File: src/rtl/vector_gather_unit.sv
// vector_gather_unit: SpMV front end. Issues one vector RAM gather per
// non-zero beat, holds the matrix values in an in-order pending FIFO and
// pairs them with the returned x[col] lanes.
// Ports: in_* non-zero beats (valid/ready), vr_* vector RAM read client,
//        out_* paired {val, x} beats (valid/ready), rows_done count of
//        delivered row-end beats, err sticky response-without-request flag.
module vector_gather_unit #(
   parameter int PARALLELISM = 4,
   parameter int DATA_WIDTH  = 32,
   parameter int ADDR_WIDTH  = 32,
   parameter int PEND_DEPTH  = 8
) (
   input  logic                              clk,
   input  logic                              rst,
   input  logic                              in_valid,
   output logic                              in_ready,
   input  logic [PARALLELISM*ADDR_WIDTH-1:0] in_col,
   input  logic [PARALLELISM*DATA_WIDTH-1:0] in_val,
   input  logic [PARALLELISM-1:0]            in_mask,
   input  logic                              in_last,
   output logic                              vr_valid,
   input  logic                              vr_ready,
   output logic                              vr_write,
   output logic [PARALLELISM*ADDR_WIDTH-1:0] vr_addr,
   input  logic                              vr_rvalid,
   output logic                              vr_rready,
   input  logic [PARALLELISM*DATA_WIDTH-1:0] vr_rdata,
   output logic                              out_valid,
   input  logic                              out_ready,
   output logic [PARALLELISM*DATA_WIDTH-1:0] out_val,
   output logic [PARALLELISM*DATA_WIDTH-1:0] out_x,
   output logic [PARALLELISM-1:0]            out_mask,
   output logic                              out_last,
   output logic [31:0]                       rows_done,
   output logic                              err
);
   localparam int P  = PARALLELISM;
   localparam int DW = DATA_WIDTH;
   localparam int AW = ADDR_WIDTH;
   localparam int IW = $clog2(PEND_DEPTH);
   localparam int PW = IW + 1;

   typedef struct packed {
      logic [P*DW-1:0] val;
      logic [P-1:0]    mask;
      logic            last;
   } pend_t;

   pend_t           mem [PEND_DEPTH];
   pend_t           head;
   logic [PW-1:0]   wptr;
   logic [PW-1:0]   rptr;
   logic            pend_full;
   logic            pend_empty;
   logic            push;
   logic            load;
   logic [P*DW-1:0] x_masked;

   // Extra pointer MSB separates full from empty without a counter.
   assign pend_empty = (wptr == rptr);
   assign pend_full  = (wptr[IW] != rptr[IW]) &&
                       (wptr[IW-1:0] == rptr[IW-1:0]);

   // The RAM request and the FIFO push are the same handshake.
   assign vr_valid  = in_valid && !pend_full;
   assign in_ready  = vr_ready && !pend_full;
   assign vr_write  = 1'b0;
   assign push      = in_valid && in_ready;

   // A response is only taken when a request is pending and the
   // output slot is free or draining this cycle.
   assign vr_rready = !pend_empty && (!out_valid || out_ready);
   assign load      = vr_rvalid && vr_rready;
   assign head      = mem[rptr[IW-1:0]];

   always_comb begin
      vr_addr  = '0;
      x_masked = '0;
      for (int i = 0; i < P; i++) begin
         if (in_mask[i])
            vr_addr[i*AW +: AW] = in_col[i*AW +: AW];
         if (head.mask[i])
            x_masked[i*DW +: DW] = vr_rdata[i*DW +: DW];
      end
   end

   always_ff @(posedge clk) begin
      if (push)
         mem[wptr[IW-1:0]] <= {in_val, in_mask, in_last};
   end

   always_ff @(posedge clk or posedge rst) begin
      if (rst) begin
         wptr <= '0;
         rptr <= '0;
      end else begin
         if (push)
            wptr <= wptr + PW'(1);
         if (load)
            rptr <= rptr + PW'(1);
      end
   end

   always_ff @(posedge clk or posedge rst) begin
      if (rst) begin
         out_valid <= 1'b0;
         out_val   <= '0;
         out_x     <= '0;
         out_mask  <= '0;
         out_last  <= 1'b0;
      end else if (load) begin
         out_valid <= 1'b1;
         out_val   <= head.val;
         out_x     <= x_masked;
         out_mask  <= head.mask;
         out_last  <= head.last;
      end else if (out_ready) begin
         out_valid <= 1'b0;
      end
   end

   always_ff @(posedge clk or posedge rst) begin
      if (rst) begin
         rows_done <= '0;
         err       <= 1'b0;
      end else begin
         if (out_valid && out_ready && out_last)
            rows_done <= rows_done + 32'd1;
         if (vr_rvalid && pend_empty)
            err <= 1'b1;
      end
   end

endmodule
File: config.mk
export PLATFORM = sky130hd
export DESIGN_NAME = vector_gather_unit
export DESIGN_NICKNAME = d
export VERILOG_FILES = /design/src/rtl/vector_gather_unit.sv
export SDC_FILE = /design/constraint.sdc
export NUM_CORES = 2
export LEC_CHECK = 0
export BUFFER_PORTS_ARGS = -buffer_cell sky130_fd_sc_hd__buf_4
export CORE_UTILIZATION = 25
export DETAILED_ROUTE_END_ITERATION = 8
export PLACE_DENSITY = 0.41
export SETUP_SLACK_MARGIN = 0.4
export SKIP_LAST_GASP = 1
export SYNTH_ARGS = -nofsm -noshare
export SYNTH_HDL_FRONTEND = slang
export SYNTH_SLANG_ARGS = --single-unit
File: constraint.sdc
create_clock -name clk -period 23.7 [get_ports clk]
set_input_delay 2.37 -clock clk [delete_from_list [all_inputs] [get_ports clk]]
set_output_delay 2.37 -clock clk [all_outputs]
set_load 0.05 [all_outputs]
-- Yosys cells after proc, flatten, opt, wreduce, memory -nomap -nowiden
Memory sizes are Yosys's and may differ from the RTL's.
Cells that the tools add are included.
- add/subtract/negate cells: 3
- multiply operators: 0
- div/mod/pow operators: 0
- magnitude comparators: 0
- eq/ne operators: 3
- shift operators: 0
- multiplexer cells: 12
- bitwise operators: 0
- reduce and logical (&&, ||, !) cells: 14
- operators with widths (operator ; count):
    $mux W32 ; 8
    $add A32 B1 Y32 const B ; 1
    $logic_and A1 B1 Y1 ; 9
    $add A4 B1 Y4 const B ; 2
    $eq A4 B4 Y1 ; 1
    $mux W1 ; 4
    $eq A3 B3 Y1 ; 1
    $logic_not A1 Y1 ; 3
    $reduce_bool A2 Y1 ; 1
    $logic_or A1 B1 Y1 ; 1
    $ne A1 B1 Y1 ; 1
- register bits: 303
- latch bits: 0
- RAM bits: 1064
- ROM bits: 0
- input bits: 395
- output and inout port bits: 427
- memories: 1
- memories (name ; words ; width ; rd ports ; clocked after memory_dff ; wr ports ; line ; source):
    mem ; 8 ; 133 ; 1 ; 0 ; 1 ; 49 ; pend_t mem [PEND_DEPTH];

-- Depth between registers and ports, before layout
- depth in word-level cells: 7
- depth in mapped cells: 8
- depth with buffers taken out: 5

-- Worst setup path after synthesis
Ideal clock, no wire load.
- path type: input port to flip-flop
- start point: input in_valid
- end point: memory mem[0][0] (netlist name), enable pin
- setup time: 0.788 ns
- arrival time: 11.956 ns
- data required time: 22.912 ns
- path slack: 10.956 ns
- cell stages on the path: 4
- buffers on the path: 0
- cell sequence: nand2_1 > a41oi_1 > nand2b_1 > nor3_1
- cells in the longest elaborated chain, start to end: 3
- RTL lines (what ; line ; source):
    from (decl) ; 15 ; input logic in_valid,
    $logic_and A1 B1 Y1 ; 68 ; assign push = in_valid && in_ready;
    $mux W1 ; 88 ; if (push)
    $mux W1 (not written as such) ; 89 ; mem[wptr[IW-1:0]] <= {in_val, in_mask, in_last};
    to (decl) ; 49 ;
No other way between the ends.

-- Final worst setup path
- start point: input in_mask[1]
- end point: output vr_addr[44]
- cells in the longest elaborated chain, start to end: 1
- RTL lines (what ; line ; source):
    from (decl) ; 19 ; input logic [PARALLELISM-1:0] in_mask,
    $mux W32 ; 80 ; if (in_mask[i])
    to (decl) ; 24 ; output logic [PARALLELISM*ADDR_WIDTH-1:0] vr_addr,
No other way between the ends.

==> flow_metrics.env <==
export IMPL_outcome="complete, no violations"
export IMPL_post_drt_wl_per_cell_um=28.3
export IMPL_synth_cells=2872
export IMPL_clock_latency_ns=0.81
export IMPL_pre_cts_slack_ns=17.49
export IMPL_required_ns=21.33
export IMPL_rows=168
export IMPL_grt_max_degree=106
export IMPL_syn2layout_area_growth_pct=27.8
export IMPL_num_nets_final=4119
export IMPL_synth_top_cells_by_area="edfxtp_1, dfrtp_1, mux4_2, a21oi_1, mux2i_1"
export IMPL_relSlewSlack_pct=25.9
export IMPL_viasPerCell=4.51
export IMPL_arrival_ns=3.27
export IMPL_slew_viol_final=0
export IMPL_post_cts_buffers=0
export IMPL_yosys_area_top_type="edfxtp_1"
export IMPL_rsz0062_at_grt="no"
export IMPL_die_area_um2=213000
export IMPL_fin_skew_ns=0.0310
export IMPL_fillerInstances=20700
export IMPL_ir_drop_mv=0.0825
export IMPL_rrSetupSlack_ns=18.85
export IMPL_grt_remaining_overflow=0
export IMPL_max_cap_violations=0
export IMPL_firstDrtPassIters=7
export IMPL_crit_start="in_mask[1]"
export IMPL_worst_setup_path_type="in2out"
export IMPL_reg2reg_from="rptr[2]$_DFFE_PP0P_"
export IMPL_seq_area_um2=39500
export IMPL_cts_hold_buf=0
export IMPL_r2r_end="mem[3][26]$_DFFE_PP_"
export IMPL_fin_ws_ns=18.06
export IMPL_start_util_pct=25.2
export IMPL_finalSetupViolations=0
export IMPL_cts_buffer_depth=3
export IMPL_vias=30100
export IMPL_fin_crit_sh_pct=23.8
export IMPL_clk_pin_slew_worst_paths_ns=0.06
export IMPL_synth_edff_count=1064
export IMPL_cp_start_kind="input port"
export IMPL_fin_cells=6683
export IMPL_netlist_top_cells_count="edfxtp_1, dfrtp_1, mux4_2"
export IMPL_leakagePower_nw=24.4
export IMPL_antenna_found_initial=70
export IMPL_num_io_pins=822
export IMPL_drive_gt1_share_pct=36.5
export IMPL_post_cts_resized=0
export IMPL_tightest_slew_ns=1.10
export IMPL_seq_area_frac_synth_pct=74.8
export IMPL_post_route_min_period_ns=5.64
export IMPL_fin_tns_setup_ns=0
export IMPL_hold_viol=0
export IMPL_ant_nets=0
export IMPL_cts_buffers=161
export IMPL_grt_pass1_wl_mm=259
export IMPL_grt_pass1_vias=31000
export IMPL_yosysMostFrequentCell="edfxtp_1"
export IMPL_drt_total_wl_mm=189
export IMPL_io_buffers=820
export IMPL_cts_tree="built"
export IMPL_groute_usage_overall_pct=17.4
export IMPL_avgSynthCellArea_um2=18.4
export IMPL_dp_cells=6363
export IMPL_fmax_mhz=177
export IMPL_htree_levels=4
export IMPL_cts_root_buf="clkbuf_16"
export IMPL_synth_distinct_cells=39
export IMPL_cp_end_kind="output port"
export IMPL_reg2reg_depth=6
export IMPL_hpwl_mm=125
export IMPL_timing_critical_path_to="vr_addr[44]"
export IMPL_syn_nets=3270
export IMPL_core_area_um2=210000
export IMPL_syn_cell_area_um2=52800
export IMPL_ys_flop_type="edfxtp_1"
export IMPL_cts_sinks=1367
export IMPL_critical_path_max_fanout=40
export IMPL_synth_async_reset_ratio_pct=22.2
export IMPL_drt_initial_drc_count=2106
export IMPL_hold_class="reg2reg"
export IMPL_p_per_area_nw_per_um2=132
export IMPL_multi_input_area_um2=11900
export IMPL_place_gp_congestion=0.936
export IMPL_ys_seq_elements=1367
export IMPL_fp_dieH_um=462
export IMPL_die_w_um=462
export IMPL_ys_warn_count=0
export IMPL_drc=0
export IMPL_synth_top_area_share_pct=60.5
-- through the flow --
stage	utilization, %	hold slack, ns	area [um^2]	power (W)
after CTS	32.2	0.489	67500	0.00909
after floorplan	-	0.502	52800	0.00542
after global placement	29.6	0.466	62200	0.00657
after detailed placement	29.6	0.471	62200	0.00656
final	32.2	0.482	67500	0.00892
after global routing	32.2	0.521	67500	0.00933
-- cells in the final DEF, fill, tap and decap left out, types with 3 or more instances in the layout --
cell | Yosys | layout
nand2_1 | 16 | 16
mux4_2 | 266 | 266
and2_1 | 132 | 132
clkinv_16 | 0 | 3
nand2b_1 | 4 | 4
dfrtp_1 | 303 | 300
buf_4 | 16 | 868
clkbuf_16 | 0 | 162
ha_1 | 3 | 3
nor3_1 | 5 | 3
clkinv_2 | 0 | 20
dfrtp_4 | 0 | 3
a21oi_1 | 258 | 258
clkinvlp_4 | 0 | 7
inv_16 | 0 | 3
nor2_1 | 13 | 8
nor4_1 | 5 | 5
diode_2 | 0 | 19
buf_12 | 0 | 6
and3_1 | 5 | 4
nand3_1 | 9 | 9
and4_1 | 3 | 3
o21ai_0 | 86 | 86
nand4_1 | 146 | 146
clkbuf_8 | 0 | 24
clkbuf_1 | 72 | 47
bufinv_16 | 0 | 9
nor2_4 | 0 | 5
clkinv_1 | 0 | 16
inv_6 | 0 | 5
mux2_2 | 11 | 11
clkinv_8 | 0 | 4
mux2i_1 | 129 | 129
edfxtp_1 | 1064 | 1064
xnor2_1 | 28 | 28
inv_1 | 131 | 129
o21ai_1 | 42 | 42
xor2_1 | 12 | 12
-- critical path, stage by stage --
cell and delay [ns]:
buf_4 0.34, and2_1 0.28, buf_4 0.23
-- worst min-delay path by stage --
stage | slack (ns) | endpoint | cells after the start | from
after floorplan | 0.50 | rptr[3]$_DFFE_PP0P_ | 1 | rptr[3]$_DFFE_PP0P_
after global placement | 0.47 | err$_DFFE_PP0P_ | 1 | err$_DFFE_PP0P_
after detailed placement | 0.47 | err$_DFFE_PP0P_ | 1 | err$_DFFE_PP0P_
after CTS | 0.49 | err$_DFFE_PP0P_ | 1 | err$_DFFE_PP0P_
after global routing | 0.52 | rows_done[30]$_DFFE_PP0P_ | 1 | rows_done[30]$_DFFE_PP0P_
final | 0.48 | err$_DFFE_PP0P_ | 1 | err$_DFFE_PP0P_
-- sequential cells by signal, indices dropped and copies added (netlist names) --
name	flops
out_val	128
out_x	128
mem	1064
rows_done	32
wptr	4
rptr	4
out_valid	1
err	1
out_last	1
out_mask	4
-- final cells by class --
type                       instances  area share [%]
sequential                      1367            58.6
timing repair buffer             875            9.85
multi-input combinational       1185            17.7
tap                             2805            5.20
clock inverter                    68            1.11
clock buffer                     233            6.76
antenna                           19          0.0704
inverter                         131           0.747
-- metal layers --
metal	vias up	track usage, %	routed length, um
met5	-	0	208
met4	32	3.82	3910
met3	261	4.88	14000
met2	965	28.8	91000
met1	15800	22.4	79700
li1	13000	-	-
-- cells by family (layout without fill, tap and decap cells) --
| logic type | after synthesis | after routing | synth area share [%] |
|---|---|---|---|
| and+or+nand+nor | 344 | 344 | 3.94 |
| DFF | 1367 | 1367 | 74.8 |
| buffers and inverters | 320 | 1307 | 2.71 |
| adders and majority gates | 3 | 3 | 0.0710 |
| other | 1 | 20 | 0.00710 |
| xor gates and xnor gates | 42 | 42 | 0.725 |
| muxes | 406 | 406 | 14.0 |
| AOI/OAI and AO/OA | 389 | 389 | 3.72 |
-- power breakdown --
part	internal, W	total, W	switching, W
logic	0.00107	0.00321	0.00213
registers	0.00299	0.00323	0.000240
clock network	0.00145	0.00248	0.00103
total	0.00551	0.00892	0.00341
No activity file was read; power rests on OpenSTA's default activity.
